==> src/rtl/controlador_7seg.sv <==
// Four-digit common-anode 7-segment scanner. Packed BCD and decimal points are
// shadowed once per full scan so a displayed number never changes mid-scan.
module controlador_7seg #(
  parameter int DIV = 100000
) (
  input  logic        clk,
  input  logic        rst,
  input  logic [15:0] IN_BCD,
  input  logic [3:0]  DP_IN,
  input  logic        BLANK_EN,
  input  logic        EN,
  output logic [3:0]  an,
  output logic [6:0]  seg,
  output logic        dp
);

  localparam int              CW       = $clog2(DIV);
  localparam logic [CW-1:0]   CNT_LAST = CW'(DIV - 1);
  localparam logic [6:0]      SEG_OFF  = 7'b1111111;
  localparam logic [6:0]      SEG_DASH = 7'b0111111;

  logic [CW-1:0] r_cnt;
  logic [1:0]    r_idx;
  logic [15:0]   r_sh_bcd;
  logic [3:0]    r_sh_dp;
  logic          r_first;

  logic          w_slot_end;
  logic          w_capture;
  logic [3:0]    w_nib;
  logic [6:0]    w_seg_dec;
  logic          w_z3;
  logic          w_z32;
  logic          w_z321;
  logic          w_blank;
  logic [3:0]    w_an;
  logic [6:0]    w_seg;
  logic          w_dp;

  assign w_slot_end = (r_cnt == CNT_LAST);
  // The first edge after reset fills the shadow; afterwards only the last
  // cycle of digit 3 does, so digit 0 of the next scan sees the new value.
  assign w_capture  = r_first || (w_slot_end && (r_idx == 2'd3));

  always_comb begin
    w_nib = r_sh_bcd[3:0];
    case (r_idx)
      2'd0: w_nib = r_sh_bcd[3:0];
      2'd1: w_nib = r_sh_bcd[7:4];
      2'd2: w_nib = r_sh_bcd[11:8];
      2'd3: w_nib = r_sh_bcd[15:12];
      default: w_nib = r_sh_bcd[3:0];
    endcase
  end

  always_comb begin
    w_seg_dec = SEG_DASH;
    case (w_nib)
      4'd0: w_seg_dec = 7'b1000000;
      4'd1: w_seg_dec = 7'b1111001;
      4'd2: w_seg_dec = 7'b0100100;
      4'd3: w_seg_dec = 7'b0110000;
      4'd4: w_seg_dec = 7'b0011001;
      4'd5: w_seg_dec = 7'b0010010;
      4'd6: w_seg_dec = 7'b0000010;
      4'd7: w_seg_dec = 7'b1111000;
      4'd8: w_seg_dec = 7'b0000000;
      4'd9: w_seg_dec = 7'b0010000;
      default: w_seg_dec = SEG_DASH;
    endcase
  end

  // Invalid nibbles are nonzero, so they stop the leading-zero run.
  assign w_z3   = (r_sh_bcd[15:12] == 4'd0);
  assign w_z32  = w_z3  && (r_sh_bcd[11:8] == 4'd0);
  assign w_z321 = w_z32 && (r_sh_bcd[7:4]  == 4'd0);

  always_comb begin
    w_blank = 1'b0;
    case (r_idx)
      2'd3: w_blank = w_z3;
      2'd2: w_blank = w_z32;
      2'd1: w_blank = w_z321;
      default: w_blank = 1'b0;
    endcase
  end

  always_comb begin
    w_an  = 4'b1111;
    w_seg = SEG_OFF;
    w_dp  = 1'b1;
    if (EN && !r_first) begin
      w_an        = 4'b1111;
      w_an[r_idx] = 1'b0;
      w_seg       = (BLANK_EN && w_blank) ? SEG_OFF : w_seg_dec;
      w_dp        = ~r_sh_dp[r_idx];
    end
  end

  always_ff @(posedge clk) begin
    if (rst) begin
      r_cnt    <= '0;
      r_idx    <= 2'd0;
      r_sh_bcd <= 16'h0000;
      r_sh_dp  <= 4'h0;
      r_first  <= 1'b1;
      an       <= 4'b1111;
      seg      <= SEG_OFF;
      dp       <= 1'b1;
    end else begin
      r_first <= 1'b0;
      if (w_slot_end) begin
        r_cnt <= '0;
        r_idx <= r_idx + 2'd1;
      end else begin
        r_cnt <= r_cnt + 1'b1;
      end
      if (w_capture) begin
        r_sh_bcd <= IN_BCD;
        r_sh_dp  <= DP_IN;
      end
      an  <= w_an;
      seg <= w_seg;
      dp  <= w_dp;
    end
  end

endmodule

==> config.mk <==
export PLATFORM = sky130hd
export DESIGN_NAME = controlador_7seg
export DESIGN_NICKNAME = d
export VERILOG_FILES = /design/src/rtl/controlador_7seg.sv
export SDC_FILE = /design/constraint.sdc
export NUM_CORES = 1
export LEC_CHECK = 0
export ABC_AREA = 1
export BUFFER_PORTS_ARGS = -buffer_cell sky130_fd_sc_hd__clkbuf_2
export CAP_MARGIN = 20
export CELL_PAD_IN_SITES_DETAIL_PLACEMENT = 1
export CELL_PAD_IN_SITES_GLOBAL_PLACEMENT = 2
export CORE_MARGIN = 1
export CORE_UTILIZATION = 35
export CTS_BUF_LIST = sky130_fd_sc_hd__clkbuf_2
export CTS_CLUSTER_SIZE = 12
export DETAILED_ROUTE_END_ITERATION = 7
export PLACE_DENSITY_LB_ADDON = 0.3
export SLEW_MARGIN = 10
export SYNTH_ARGS = -nofsm -noshare
export SYNTH_HDL_FRONTEND = slang
export SYNTH_SLANG_ARGS = --single-unit
==> constraint.sdc <==
create_clock -name clk -period 2.97 [get_ports clk]
set_input_delay 0.594 -clock clk [delete_from_list [all_inputs] [get_ports clk]]
set_output_delay 0.594 -clock clk [all_outputs]
set_load 0.05 [all_outputs]
==> impl_metrics.json <==
{
  "h-tree-depth": 2,
  "clk_latency_ns": 0.46,
  "gr-total-overflow": 0,
  "grt_pass1_vias": 2322,
  "groute.usage.overall_pct": 18.0,
  "hold-path-cell-count": 1,
  "synthCells": 369,
  "die_x_um": 87.6,
  "port-buffer-count": 35,
  "initial_core_util_pct": 36.9,
  "cap_violations": 0,
  "nets": 435,
  "clk_path_buf_depth": 2,
  "drive_gt1_share_pct": 13.6,
  "grt_max_degree": 41,
  "crit_fanout": 8,
  "core_area_mm2": 0.00694,
  "drt_iter0_markers": 60,
  "syn_to_final_growth_pct": 11.3,
  "yosysSeqAreaShare_pct": 40.6,
  "routedWlPerCell_um": 12.4,
  "required_ns": 3.41,
  "path_class": "register to register",
  "fillers": 919,
  "path_clk_slew_ns": 0.28,
  "netlist.area_leader.share_pct": 40.6,
  "yosys_warnings": 0,
  "dr.pass1.iters": 4,
  "root_buffer": "clkbuf_2",
  "relSlewSlack_pct": 60.9,
  "ys_ff_latch": 52,
  "cts_hold_buf": 0,
  "grt_pass1_wl_um": 10800,
  "diodes": 0,
  "dieArea_mm2": 0.00767,
  "p_leak_uw": 0.00128,
  "cts.sinks": 52,
  "hpwl_um": 4720,
  "place_inst": 491,
  "wl_um": 6210,
  "skew_ns": 0.0419,
  "die-height_um": 87.6,
  "ioPinCount": 36,
  "run_status": "finished clean",
  "syn_area_per_cell_um2": 6.95,
  "min_path_type": "input pin to register",
  "p_per_area_mw_per_mm2": 414,
  "worstMarginPinSlew_ns": 0.586,
  "cts_resized": 0,
  "routabilityCongestion": 0.794,
  "synth_most_common_cell": "nand2_1",
  "drc": 0,
  "setup_viol": 0,
  "antenna_found_initial": 0,
  "setup_tns_ns": 0,
  "reg2regPathDepth": 10,
  "min_period_ns": 2.21,
  "fmax_ghz": 0.452,
  "row_count": 30,
  "numCtsBuffers": 5,
  "critPathLaunchType": "register",
  "post_cts_buffers": 0,
  "synth-edff-count": 0,
  "synth_fp_nets": 402,
  "slew_violations": 0,
  "yosys-top-cells-area": "dfxtp_1, nand2_1, nor2_1, nand3_1, inv_1",
  "yosysUniqueCellTypes": 30,
  "synth_common_cells": "nand2_1, nor2_1, dfxtp_1",
  "ir_drop_mv": 0.138,
  "final_cell_count_no_fill": 499,
  "hold_slack_ns": 0.266,
  "via_per_inst": 4.63,
  "syn_area_mm2": 0.00256,
  "crit_arrival_ns": 2.66,
  "drtAntennaViolNets": 0,
  "yosys.area.top_type": "dfxtp_1",
  "grt_setup_unrepaired": "false",
  "async_reset_ff_share_pct": 0,
  "critPathCaptureType": "register",
  "ys.flop_type": "dfxtp_1",
  "hold_viol_final": 0,
  "num_vias": 2312,
  "cts_tree": "built",
  "fin_crit_sh_pct": 74.5,
  "r2r_slack_ns": 0.76
}
[flip-flops by register name (all words and copies together), names as in the netlist]
name	flops
r_first	1
dp	1
seg	7
r_cnt	17
r_idx	2
an	4
r_sh_bcd	16
r_sh_dp	4
[stage by stage]
stage	setup slack (ns)	cell area, um2	util, %	total power [uW]
floorplan	1.04	2560	-	857
global placement	0.858	2810	40.5	901
detailed placement	0.761	2810	40.5	905
CTS	0.739	2850	41.1	1200
global route	0.533	2850	41.1	1250
finish	0.759	2850	41.1	1180
[where the power goes]
part | leakage [uW] | internal [uW] | switching (uW) | total (uW)
logic | 0.000829 | 52.6 | 93.1 | 146
registers | 0.000427 | 728 | 15.4 | 743
clock network | 0.0000266 | 58.5 | 233 | 292
total | 0.00128 | 839 | 342 | 1180
[kinds of logic (layout without fill, tap and decap cells)]
kind of cell	Yosys count	after routing	synth area share [%]
buffers and inverters	59	93	9.47
adders and majority gates	9	9	4.39
and+or+nand+nor	194	194	33.1
AOI/OAI and AO/OA	47	47	9.71
xor gates and xnor gates	8	8	2.73
DFF	52	52	40.6
[area by class of cell]
| cell class | count | area (um2) | area share (%) |
|---|---|---|---|
| multi-input cells | 258 | 1280 | 44.9 |
| repair buffers | 37 | 190 | 6.67 |
| clock inverters | 2 | 11.3 | 0.395 |
| inverters | 48 | 180 | 6.32 |
| flip-flops and latches | 52 | 1040 | 36.5 |
| clock buffers | 6 | 30.0 | 1.05 |
| well taps | 96 | 120 | 4.21 |
[cell usage in the layout (no fill, tap or decap), types with 5 or more instances in the layout]
| master | instances |
|---|---|
| nand2_1 | 86 |
| a21oi_1 | 32 |
| inv_1 | 47 |
| dfxtp_1 | 52 |
| clkbuf_2 | 41 |
| o21ai_0 | 11 |
| nand3_1 | 37 |
| xor2_1 | 5 |
| nor2_1 | 53 |
| ha_1 | 9 |
[critical path, stage by stage (launching register included)]
cell and delay [ns]:
dfxtp_1 0.52, inv_1 0.13, ha_1 0.27, inv_1 0.18, nand2_1 0.10, o22ai_1 0.30
ha_1 0.31, or2_1 0.23, nand2_1 0.05, nand2_1 0.05, nand2_1 0.06
[layer usage]
metal,global-route usage (%),wire length [um],vias to the layer above
li1,-,-,1226
met1,24.4,3210,1051
met2,29.1,2740,28
met3,3.58,166,7
met4,4.92,87,0
met5,0,0,-
[worst paths after layout]
kind	start	to
worst min-delay path	rst	r_first$_DFF_P_
worst max register to register	r_idx[0]$_SDFFE_PP0N_	seg[3]$_SDFF_PP1_
worst max-delay path	r_idx[0]$_SDFFE_PP0N_	seg[3]$_SDFF_PP1_
worst min register to register	r_cnt[0]$_SDFF_PP0_	r_cnt[0]$_SDFF_PP0_
Note: power is estimated with default switching activity, not from simulation.
